<file path="config.mk">
export PLATFORM = sky130hd
export DESIGN_NAME = key_led_avmm_pio
export DESIGN_NICKNAME = d
export VERILOG_FILES = /design/src/rtl/key_led_avmm_pio.sv
export SDC_FILE = /design/constraint.sdc
export NUM_CORES = 1
export LEC_CHECK = 0
export BUFFER_PORTS_ARGS = -buffer_cell sky130_fd_sc_hd__buf_2
export CORE_MARGIN = 2
export CORE_UTILIZATION = 41
export DETAILED_ROUTE_END_ITERATION = 16
export GPL_TIMING_DRIVEN = 1
export PLACE_DENSITY = 0.7
export SLEW_MARGIN = 10
export SYNTH_ARGS = -nofsm -noshare
export SYNTH_HDL_FRONTEND = slang
export SYNTH_SLANG_ARGS = --single-unit
</file>
<file path="constraint.sdc">
create_clock -name sys_clk -period 2.7 [get_ports sys_clk]
set_clock_uncertainty 0.15 [all_clocks]
set_input_delay 0.27 -clock sys_clk [delete_from_list [all_inputs] [get_ports sys_clk]]
set_output_delay 0.27 -clock sys_clk [all_outputs]
set_load 0.01 [all_outputs]
</file>
<file path="src/rtl/key_led_avmm_pio.sv">
// Avalon-MM key/LED peripheral: synchronised, debounced active-low keys with a
// press edge-capture register, maskable level IRQ and an LED output register.
module key_led_avmm_pio #(
  parameter int unsigned KEY_W      = 1,
  parameter int unsigned LED_W      = 4,
  parameter int unsigned DEB_CYCLES = 2000000
) (
  input  logic              sys_clk,
  input  logic              sys_rst_n,
  input  logic [1:0]        avs_address,
  input  logic              avs_read,
  input  logic              avs_write,
  input  logic [31:0]       avs_writedata,
  output logic [31:0]       avs_readdata,
  output logic              irq,
  input  logic [KEY_W-1:0]  key_n,
  output logic [LED_W-1:0]  led
);

  localparam int unsigned CNT_W = $clog2(DEB_CYCLES);
  localparam logic [CNT_W-1:0] CNT_MAX = CNT_W'(DEB_CYCLES - 1);

  localparam logic [1:0] ADDR_DATA = 2'd0;
  localparam logic [1:0] ADDR_LED  = 2'd1;
  localparam logic [1:0] ADDR_MASK = 2'd2;
  localparam logic [1:0] ADDR_ECAP = 2'd3;

  logic [KEY_W-1:0] r_sync1;
  logic [KEY_W-1:0] r_sync2;
  logic [KEY_W-1:0] r_stable;
  logic [CNT_W-1:0] r_cnt [KEY_W];
  logic [KEY_W-1:0] r_edge_cap;
  logic [KEY_W-1:0] r_mask;
  logic [LED_W-1:0] r_led;
  logic             r_irq;
  logic [31:0]      r_readdata;

  logic [KEY_W-1:0] w_stable_nxt;
  logic [KEY_W-1:0] w_press;
  logic [KEY_W-1:0] w_w1c;
  logic [31:0]      w_rd_mux;
  logic             w_unused_wdata;

  // Upper write-data bits are architecturally ignored.
  assign w_unused_wdata = ^avs_writedata;

  // Two-flop synchroniser on the inverted pins: 1 = pressed.
  always_ff @(posedge sys_clk or negedge sys_rst_n) begin
    if (!sys_rst_n) begin
      r_sync1 <= '0;
      r_sync2 <= '0;
    end else begin
      r_sync1 <= ~key_n;
      r_sync2 <= r_sync1;
    end
  end

  // A bit is accepted once it has differed from the stable level for DEB_CYCLES samples.
  always_comb begin
    w_stable_nxt = r_stable;
    for (int i = 0; i < int'(KEY_W); i++) begin
      if ((r_sync2[i] != r_stable[i]) && (r_cnt[i] == CNT_MAX)) begin
        w_stable_nxt[i] = r_sync2[i];
      end
    end
  end

  assign w_press = w_stable_nxt & ~r_stable;

  always_ff @(posedge sys_clk or negedge sys_rst_n) begin
    if (!sys_rst_n) begin
      r_stable <= '0;
      for (int i = 0; i < int'(KEY_W); i++) begin
        r_cnt[i] <= '0;
      end
    end else begin
      r_stable <= w_stable_nxt;
      for (int i = 0; i < int'(KEY_W); i++) begin
        if ((r_sync2[i] == r_stable[i]) || (r_cnt[i] == CNT_MAX)) begin
          r_cnt[i] <= '0;
        end else begin
          r_cnt[i] <= r_cnt[i] + CNT_W'(1);
        end
      end
    end
  end

  assign w_w1c = (avs_write && (avs_address == ADDR_ECAP)) ? avs_writedata[KEY_W-1:0] : '0;

  // Read mux sees pre-write register values.
  always_comb begin
    w_rd_mux = '0;
    case (avs_address)
      ADDR_DATA: w_rd_mux = 32'(r_stable);
      ADDR_LED:  w_rd_mux = 32'(r_led);
      ADDR_MASK: w_rd_mux = 32'(r_mask);
      ADDR_ECAP: w_rd_mux = 32'(r_edge_cap);
      default:   w_rd_mux = '0;
    endcase
  end

  // A press landing in the same cycle as its W1C keeps the bit set.
  always_ff @(posedge sys_clk or negedge sys_rst_n) begin
    if (!sys_rst_n) begin
      r_edge_cap <= '0;
      r_mask     <= '0;
      r_led      <= '0;
      r_irq      <= 1'b0;
      r_readdata <= '0;
    end else begin
      r_edge_cap <= (r_edge_cap & ~w_w1c) | w_press;
      r_irq      <= |(r_edge_cap & r_mask);
      if (avs_write && (avs_address == ADDR_LED)) begin
        r_led <= avs_writedata[LED_W-1:0];
      end
      if (avs_write && (avs_address == ADDR_MASK)) begin
        r_mask <= avs_writedata[KEY_W-1:0];
      end
      if (avs_read) begin
        r_readdata <= w_rd_mux;
      end
    end
  end

  assign avs_readdata = r_readdata;
  assign irq          = r_irq;
  assign led          = r_led;

endmodule
</file>
==> impl_metrics.json <==
{
  "outcome": "finished clean",
  "viasPerCell": 4.87,
  "place_hpwl_um": 2210,
  "nets": 246,
  "fmax_mhz": 484,
  "crit_start": "r_cnt[16]$_DFF_PN0_",
  "reg2reg_depth": 4,
  "hold_violations": 0,
  "vdd_drop_max_mv": 0.323,
  "synth_edf_count": 0,
  "wl_per_cell_um": 11.7,
  "hp-class": "in2reg",
  "end_kind": "flip-flop",
  "die_area_um2": 5120,
  "clkTransAtPathRegs_ns": 0.08,
  "clock_latency_ns": 0.29,
  "rows": 24,
  "post-route-period-util_pct": 76.5,
  "initial_core_util_pct": 42.6,
  "tightest_slew_ns": 0.775,
  "leakage_nw": 0.897,
  "grt_pass1_vias": 1211,
  "numClockSinks": 35,
  "pin_count": 76,
  "via_count": 1261,
  "firstDrtPassIters": 4,
  "dp.cells": 249,
  "worstHoldStart": "avs_writedata[1]",
  "cts_tree": "yes",
  "startpoint_type": "flip-flop",
  "slowest_stage": "or4b_1",
  "slowest_delay_ns": 0.55,
  "avgSynthCellArea_um2": 10.2,
  "slew_violations": 0,
  "synthTopCellsByArea": "dfrtp_1 (47%), buf_4 (11%), xnor2_1 (4.2%)",
  "syn_inst": 184,
  "clockBufferDepth": 2,
  "grt.total_usage_pct": 13.1,
  "cp_max_fo": 19,
  "place_congestion": 0.754,
  "final_cells": 259,
  "yosys.area.top_type": "dfrtp_1",
  "ys_warn_count": 0,
  "critical_path_arrival_ns": 2.08,
  "wl_um": 3040,
  "p_per_area_nw_per_um2": 543,
  "ant_nets": 0,
  "synth_area_um2": 1870,
  "grt_pass1_wl_um": 5300,
  "cts_buffers": 5,
  "synth_cell_types": 38,
  "areaGrowthSynthToFinish_pct": 6.89,
  "grt_max_degree": 36,
  "fin_tns_setup_ns": 0,
  "max_slew_margin_pct": 48.3,
  "cts-root-buf": "clkbuf_8",
  "grt_overflow": 0,
  "period_needed_ns": 2.07,
  "finalSetupViolCount": 0,
  "core-area_um2": 4380,
  "synth_flop_cell": "dfrtp_1",
  "drc_errors": 0,
  "htreeDepth": 2,
  "crit_family": "simple AND/OR/NAND/NOR gates",
  "ys_ff_latch": 35,
  "drtIter0Drc": 107,
  "rsz0062_at_grt": "false",
  "antenna_found_initial": 0,
  "die_w_um": 71.5,
  "hold_depth": 2,
  "critPathKind": "reg2reg",
  "chipHeight_um": 71.5,
  "crit_required_ns": 2.71,
  "worstPathCellList": "or4b_1 > nor4_2 > a31o_2 > nor2_1",
  "io_buffers": 19,
  "synth_top_area_share_pct": 46.9,
  "crit_buf_inv": 0,
  "antenna_cells": 0,
  "layout-drive-gt1-share_pct": 18.4,
  "cp_num_cells": 4,
  "synth-async-reset-ratio_pct": 100,
  "seq_area_frac_synth_pct": 46.9,
  "drv_cap": 0,
  "crit-reg2reg-launch": "r_cnt[16]$_DFF_PN0_"
}
[cells by family (layout without fill, tap and decap cells)]
kind of cell / Yosys count / in the layout / share of synthesized area (%)
AOI/OAI and AO/OA: 18 / 18 / 5.62
other: 1 / 28 / 0.201
and+or+nand+nor: 69 / 69 / 19.9
DFF: 35 / 35 / 46.9
adders and majority gates: 1 / 1 / 0.669
xor gates and xnor gates: 15 / 15 / 7.03
buffers and inverters: 37 / 33 / 14.3
muxes: 8 / 8 / 5.42
[flip-flops by register name (all words and copies together), names as in the netlist]
| register | cells |
|---|---|
| r_stable | 1 |
| r_cnt | 21 |
| led | 4 |
| r_sync1 | 1 |
| irq | 1 |
| r_mask | 1 |
| r_edge_cap | 1 |
| r_sync2 | 1 |
| avs_readdata | 4 |
[cells in the final DEF (no fill, tap or decap), types with 3 or more instances in the layout]
cell	instances
dfrtp_1	35
inv_1	4
clkbuf_8	6
buf_2	19
conb_1	28
nand3_1	10
or4_1	3
a21oi_1	6
nor2_1	15
nor3_1	4
xnor2_1	9
o22ai_1	3
nand4_1	4
mux2_2	6
o31ai_1	3
or3_1	4
o21ai_0	5
xor2_1	6
nand2_1	13
[timing repair]
item,CTS,global route
gates resized for setup,0,0
setup buffers,0,0
hold buffers,2,0
hold endpoints to repair,36,0
[worst reg2reg max path, cell delays in order, from the launching register on]
cell	delay, ns
dfrtp_1	0.41
or4b_1	0.55
nor4_2	0.29
a31o_2	0.46
nor2_1	0.10
[metal layers]
layer	global-route usage [%]	vias up	wire length (um)
li1	-	623	-
met1	16.4	594	1450
met2	21.7	37	1380
met3	4.22	7	171
met4	3.77	0	39
met5	0	-	0
[stage by stage]
stage | utilization (%) | hold slack (ns) | cell area [um2] | setup WS (ns) | total power [W]
floorplan | - | -0.176 | 1970 | 0.821 | 0.000680
global placement | 42.9 | 0.183 | 1880 | 0.640 | 0.000692
detailed placement | 42.9 | 0.190 | 1880 | 0.634 | 0.000695
CTS | 45.6 | 0.0510 | 2000 | 0.617 | 0.00110
global route | 45.6 | 0.0580 | 2000 | 0.476 | 0.00114
finish | 45.6 | 0.0586 | 2000 | 0.635 | 0.00109
[final cells by class]
type	count	area, um2
inverters	4	15.0
multi-input cells	139	828
flip-flops and latches	35	876
fillers	415	2390
repair buffers	21	115
well taps	52	65.1
clock inverters	2	16.3
clock buffers	6	82.6
[report_power, final]
group	total, W	leakage (nW)	internal [W]	switching (W)
registers	0.000571	0.468	0.000552	0.0000190
logic	0.000115	0.381	0.0000471	0.0000675
clock network	0.000401	0.0474	0.000208	0.000193
[path summary, 6_finish.rpt]
path                                      end  slack (ns)
setup / recovery           r_cnt[3]$_DFF_PN0_        0.63
hold / removal             led[1]$_DFFE_PN0P_        0.06
setup reg to reg           r_cnt[3]$_DFF_PN0_        0.63
hold reg to reg             r_sync2$_DFF_PN0_        0.20
max in group asynchronous  r_cnt[2]$_DFF_PN0_        1.46
min in group asynchronous  r_cnt[9]$_DFF_PN0_        0.45
[cells in the mapped netlist (3+ instances only)]
cell,number
or4_1,3
dfrtp_1,35
nor3_1,4
mux2_2,6
xnor2_1,9
o21ai_0,5
o31ai_1,3
nand2_1,13
buf_4,28
a21oi_1,6
nand3_1,10
nor2_1,15
o22ai_1,3
inv_1,4
or3_1,4
xor2_1,6
nand4_1,4
No activity file was read; power rests on OpenSTA's default activity.
